### src/rtl/mlp_pkg.sv
// Shared types and field layout for the MLP weight-load controller.
package mlp_pkg;

  typedef enum logic [1:0] {
    ST_IDLE  = 2'd0,
    ST_LOAD  = 2'd1,
    ST_READY = 2'd2,
    ST_ERROR = 2'd3
  } wl_state_e;

  localparam int CFG_W        = 5;
  localparam int CFG_INFER_EN = 0;
  localparam int CFG_WR_EN    = 1;
  localparam int CFG_CLEAR    = 2;

  localparam int WT_ADDR_LSB = 16;
  localparam int WT_ADDR_W   = 7;
  localparam int WT_SEL_LSB  = 24;
  localparam int WT_SEL_W    = 8;

  localparam int SO_CFG_LSB    = 0;
  localparam int SO_ERR        = 5;
  localparam int SO_STATE_LSB  = 6;
  localparam int SO_LOADED_LSB = 8;

  function automatic logic [15:0] pack_status(input logic [7:0]       loaded,
                                              input wl_state_e        st,
                                              input logic             err,
                                              input logic [CFG_W-1:0] cfg);
    logic [15:0] s;
    s = '0;
    s[SO_CFG_LSB +: CFG_W]  = cfg;
    s[SO_ERR]               = err;
    s[SO_STATE_LSB +: 2]    = st;
    s[SO_LOADED_LSB +: 8]   = loaded;
    return s;
  endfunction

endpackage

### src/rtl/mlp_wl_counter.sv
// Per-lane accepted-word counter; saturates at EXP_WORDS and flags the lane loaded.
module mlp_wl_counter #(
  parameter int EXP_WORDS = 128
) (
  input  logic aclk,
  input  logic aresetn,
  input  logic clr,
  input  logic inc,
  input  logic restart,
  output logic loaded
);

  localparam int              CNT_W   = $clog2(EXP_WORDS + 1);
  localparam logic [CNT_W-1:0] CNT_MAX = CNT_W'(EXP_WORDS);

  logic [CNT_W-1:0] count;

  always_ff @(posedge aclk or negedge aresetn) begin
    if (!aresetn) begin
      count <= '0;
    end else if (clr) begin
      count <= '0;
    end else if (inc) begin
      if (restart)
        count <= CNT_W'(1);
      else if (count != CNT_MAX)
        count <= count + 1'b1;
    end
  end

  assign loaded = (count == CNT_MAX);

endmodule

### src/rtl/mlp_wload_ctrl.sv
// Weight-load controller: fans weight words out to per-lane buses, tracks load
// progress per lane, and gates the activation stream until all lanes are ready.
module mlp_wload_ctrl
  import mlp_pkg::*;
#(
  parameter int NUM_LAYERS = 4,
  parameter int DATA_W     = 16,
  parameter int EXP_WORDS  = 128
) (
  input  logic                         aclk,
  input  logic                         aresetn,
  input  logic                         w_tvalid,
  input  logic [31:0]                  w_tdata,
  input  logic [15:0]                  set_in,
  input  logic                         set_en,
  output logic [15:0]                  set_out,
  output logic [NUM_LAYERS*8-1:0]      lw_tid,
  output logic [NUM_LAYERS*DATA_W-1:0] lw_tdata,
  input  logic                         s_tvalid,
  output logic                         s_tready,
  input  logic [DATA_W-1:0]            s_tdata,
  input  logic                         s_tlast,
  output logic                         act_tvalid,
  input  logic                         act_tready,
  output logic [DATA_W-1:0]            act_tdata,
  output logic                         act_tlast
);

  localparam logic [7:0] LANE_MASK = 8'((1 << NUM_LAYERS) - 1);

  logic [CFG_W-1:0]      cfg_q;
  wl_state_e             state_q;
  logic                  err_q;
  logic                  in_pkt_q;
  logic                  gate_open_q;
  logic [NUM_LAYERS-1:0] loaded;
  logic [7:0]            loaded_ext;

  logic [WT_SEL_W-1:0]  w_sel;
  logic [WT_ADDR_W-1:0] w_addr;
  logic [DATA_W-1:0]    w_data;
  logic                 clear_req, accept, bad_word, word_fwd, word_err;
  logic                 beat_acc;
  logic                 unused_w_bit;

  assign w_sel  = w_tdata[WT_SEL_LSB +: WT_SEL_W];
  assign w_addr = w_tdata[WT_ADDR_LSB +: WT_ADDR_W];
  assign w_data = w_tdata[DATA_W-1:0];
  assign unused_w_bit = w_tdata[23];

  assign clear_req = set_en & set_in[CFG_CLEAR];
  assign accept    = w_tvalid & cfg_q[CFG_WR_EN] & (w_sel != '0) & (state_q != ST_ERROR);
  assign bad_word  = ({1'b0, w_addr} >= 8'(EXP_WORDS)) | (|(w_sel & ~LANE_MASK));
  // A simultaneous clear suppresses the word entirely, including the error path.
  assign word_fwd  = accept & ~bad_word & ~clear_req;
  assign word_err  = accept &  bad_word & ~clear_req;

  for (genvar l = 0; l < NUM_LAYERS; l++) begin : g_lane
    logic [7:0]        tid_q;
    logic [DATA_W-1:0] tdata_q;

    always_ff @(posedge aclk or negedge aresetn) begin
      if (!aresetn) begin
        tid_q   <= '0;
        tdata_q <= '0;
      end else if (word_fwd) begin
        tid_q   <= {w_sel[l], w_addr};
        tdata_q <= w_data;
      end else begin
        tid_q   <= '0;
      end
    end

    assign lw_tid[l*8 +: 8]             = tid_q;
    assign lw_tdata[l*DATA_W +: DATA_W] = tdata_q;

    mlp_wl_counter #(
      .EXP_WORDS(EXP_WORDS)
    ) u_cnt (
      .aclk    (aclk),
      .aresetn (aresetn),
      .clr     (clear_req),
      .inc     (word_fwd & w_sel[l]),
      .restart (state_q == ST_READY),
      .loaded  (loaded[l])
    );
  end

  assign beat_acc = s_tvalid & s_tready;

  always_ff @(posedge aclk or negedge aresetn) begin
    if (!aresetn) begin
      cfg_q       <= '0;
      state_q     <= ST_IDLE;
      err_q       <= 1'b0;
      in_pkt_q    <= 1'b0;
      gate_open_q <= 1'b0;
    end else begin
      if (set_en) begin
        cfg_q            <= set_in[CFG_W-1:0];
        cfg_q[CFG_CLEAR] <= 1'b0;
      end

      if (clear_req) begin
        state_q <= ST_IDLE;
        err_q   <= 1'b0;
      end else if (word_err) begin
        state_q <= ST_ERROR;
        err_q   <= 1'b1;
      end else begin
        case (state_q)
          ST_IDLE:  if (word_fwd) state_q <= ST_LOAD;
          ST_LOAD:  if (&loaded)  state_q <= ST_READY;
          ST_READY: if (word_fwd) state_q <= ST_LOAD;
          default:  state_q <= ST_ERROR;
        endcase
      end

      if (beat_acc)
        in_pkt_q <= ~s_tlast;

      // Gate only moves between packets so a close never truncates one.
      if (!in_pkt_q)
        gate_open_q <= (state_q == ST_READY) & cfg_q[CFG_INFER_EN];
    end
  end

  assign loaded_ext = 8'(loaded);
  assign set_out    = pack_status(loaded_ext, state_q, err_q, cfg_q);

  assign act_tvalid = s_tvalid & gate_open_q;
  assign s_tready   = act_tready & gate_open_q;
  assign act_tdata  = s_tdata;
  assign act_tlast  = s_tlast;

endmodule

### config.mk
export PLATFORM = sky130hd
export DESIGN_NAME = mlp_wload_ctrl
export DESIGN_NICKNAME = d
export VERILOG_FILES = /design/src/rtl/mlp_pkg.sv /design/src/rtl/mlp_wl_counter.sv /design/src/rtl/mlp_wload_ctrl.sv
export SDC_FILE = /design/constraint.sdc
export NUM_CORES = 1
export LEC_CHECK = 0
export CAP_MARGIN = 20
export CORE_ASPECT_RATIO = 2
export CORE_UTILIZATION = 33
export CTS_CLUSTER_SIZE = 40
export DETAILED_ROUTE_END_ITERATION = 8
export PLACE_DENSITY = 0.72
export SLEW_MARGIN = 20
export SYNTH_ARGS = -nofsm -noshare
export SYNTH_HDL_FRONTEND = slang
export SYNTH_HIERARCHICAL = 1
export SYNTH_SLANG_ARGS = --single-unit
### constraint.sdc
create_clock -name aclk -period 3.1 [get_ports aclk]
set_input_delay 0.62 -clock aclk [delete_from_list [all_inputs] [get_ports aclk]]
set_output_delay 0.62 -clock aclk [all_outputs]
set_load 0.02 [all_outputs]
==> results.ini <==
[outcome]
status = completed

[clock_tree]
clock-sinks = 68
clk_latency_ns = 0.33
clk_path_buf_depth = 2
ctsHoldBuffers = 0
clk_pin_slew_ns = 0.07
postCtsSetupBuffers = 0
htree_levels = 3
cts_resized = 0
cts_made_buffers = 9
root_buffer = clkbuf_16
cts_tree = yes

[layout]
layout-drive-gt1-share_pct = 14.9
areaGrowthSynthToFinish_pct = 33.9
num-nets-final = 576
final_cells = 652
seq_area_sq_um = 1700
nFillCells = 1164
antenna_cells = 0
multi_input_area_sq_um = 1730

[critical_path]
crit_arrival_ns = 2.16
cp-start-kind = flop
startpoint = g_lane[1].u_cnt/count[0]$_DFFE_PN0P_
r2r_start = state_q[0]$_DFFE_PN0P_
crit_required_ns = 2.48
reg2reg_slack_ns = 0.85
end_kind = output pin
path_class = reg -> out
critPathMaxFanout = 7

[sta]
slew_headroom_pct = 53.6
setup_viol = 0
slew_violations = 0
finalCritPeriodShare_pct = 89.6
finClkSkew_ns = 0.00965
fmax_mhz = 360
rsz0062_at_grt = false
hold_viol = 0
finalSetupTns_ns = 0
worstMarginPinSlew_ns = 0.696
fin_crit_ns = 2.78

[routing]
viasPerCell = 5.14
drt_iter0_markers = 88
wl_per_cell_um = 15.5
drtPass1Iterations = 6
ant_nets = 0
drc_errors = 0
wl_mm = 10.1
vias = 3350

[pwr]
switching_share_pct = 30.3
vdd_ir_drop_max_v = 0.000281
pwr-share-seq_pct = 34.8
leakage_nw = 2.30
p_sw_w = 0.000921
internal_power_w = 0.00212
pwr-share-comb_pct = 28.6
pwr-share-clk_pct = 36.6
power_density_nw_per_um2 = 540

[yosys]
synth.distinct_cells = 43
synthCells = 412
yosys-top-cells-area = dfrtp_1 41%, buf_4 16%, mux2_4 4.6%
synth_area_per_cell_sq_um = 10.2
synth-seq-area-share_pct = 40.5
synth_edf_count = 0
yosysWarnings = 6
synth_async_sr_flop_share_pct = 100
synth_area_sq_um = 4200
synthFlopType = dfrtp_1
ys_ff_latch = 68
synth_commonest_cells = 92 x buf_4, 68 x dfrtp_1, 35 x nand2_1
synth_top_cell_area_share_pct = 40.5
synth_top_cell_by_area = dfrtp_1
synth.most_common_cell = buf_4

[global_routing]
grt_pass1_vias = 3171
grt_max_degree = 32
gr-usage-all-layers_pct = 15.5
overflow = 0
grt_pass1_wl_mm = 15.5
antenna_found_initial = 0

[die]
io_pins = 202
std_cell_rows = 58
fp.dieArea_sq_um = 13200
die_x_um = 81.8
initial_core_util_pct = 33.7
fp.coreArea_sq_um = 12500
dieHeight_um = 162

[flow_run]
max-cap-violations = 0

[place]
hpwl_mm = 7.67
dp.cells = 636
place_congestion = 0.790
port_buffers = 152

[hold_path]
hold_class = in -> async

## sequential cells by signal, indices dropped and copies added (netlist names)
| name | flops |
|---|---|
| g_lane.tid_q | 11 |
| state_q | 2 |
| err_q | 1 |
| cfg_q | 4 |
| in_pkt_q | 1 |
| gate_open_q | 1 |
| g_lane.tdata_q | 16 |
| g_lane.u_cnt/count | 32 |
## routing by layer
metal	up-vias	track usage (%)	share of wire [%]
met3	28	3.39	6.5
met4	0	7.66	2.8
li1	1522	-	-
met2	162	28.4	55
met5	-	0	0
met1	1638	15.8	36
## cells in the final DEF, fill, tap and decap left out, types with 6 or more instances in the layout
master | Yosys | routed
o21ai_0 | 15 | 15
a2111oi_2 | 8 | 8
a31oi_1 | 9 | 9
and2_1 | 13 | 13
mux2_4 | 13 | 13
nand4_1 | 6 | 6
nor2_1 | 20 | 20
a21oi_1 | 20 | 20
ha_1 | 8 | 8
inv_1 | 14 | 14
dfrtp_1 | 68 | 68
mux2i_1 | 8 | 8
nand2_1 | 35 | 35
clkbuf_16 | 0 | 9
clkdlybuf4s50_1 | 0 | 151
buf_4 | 92 | 11
## path summary, 6_finish.rpt
kind	endpoint	depth (start not counted)
worst max register to register	g_lane[2].u_cnt/count[3]$_DFFE_PN0P_	7
worst min register to register	cfg_q[4]$_DFFE_PN0P_	1
min in group aclk	cfg_q[4]$_DFFE_PN0P_	1
worst min-delay path	g_lane[0].u_cnt/count[2]$_DFFE_PN0P_	1
max in group asynchronous	g_lane[2].u_cnt/count[2]$_DFFE_PN0P_	2
worst max-delay path	set_out[9]	5
## power by group through the flow
stage	sequential, W	clock [W]	combinational [W]
floorplan	0.00111	0	0.000547
global placement	0.00106	0	0.000861
detailed placement	0.00107	0	0.000873
CTS	0.00106	0.00115	0.000875
global route	0.00107	0.00119	0.000927
finish	0.00106	0.00111	0.000869
## cell type report
cell class	instances	share of cell area (%)
Sequential cell	68	30.2
Clock buffer	9	4.00
Inverter	18	1.20
Timing Repair Buffer	164	28.8
Tap cell	150	3.33
Clock inverter	7	1.76
Multi-Input combinational cell	236	30.7
## critical path, stage by stage, from the launching register on
cell             delay [ns]
dfrtp_1                0.44
inv_1                  0.12
ha_1                   0.15
and4bb_1               0.30
and2_4                 0.21
clkdlybuf4s50_1        0.61
## logic make-up after synthesis
group	share of synthesized area (%)
AO/OA/AOI/OAI	12.4
multiplexers	8.43
AND/OR/NAND/NOR	16.6
buffers and inverters	18.8
other	0.0893
adder cells (fa/ha/maj)	2.38
flip-flops	40.5
XOR/XNOR	0.834
## per-stage QoR
step	power [W]	util [%]	area, sq um	hold WS, ns	setup slack, ns
CTS	0.00309	45.1	5630	0.329	0.308
finish	0.00304	45.1	5630	0.326	0.321
global route	0.00319	45.1	5630	0.359	0.226
detailed placement	0.00195	42.5	5300	0.496	0.0861
global placement	0.00193	42.5	5300	0.478	0.166
floorplan	0.00166	-	4220	0.324	0.740
No activity file was read; power rests on OpenSTA's default activity.
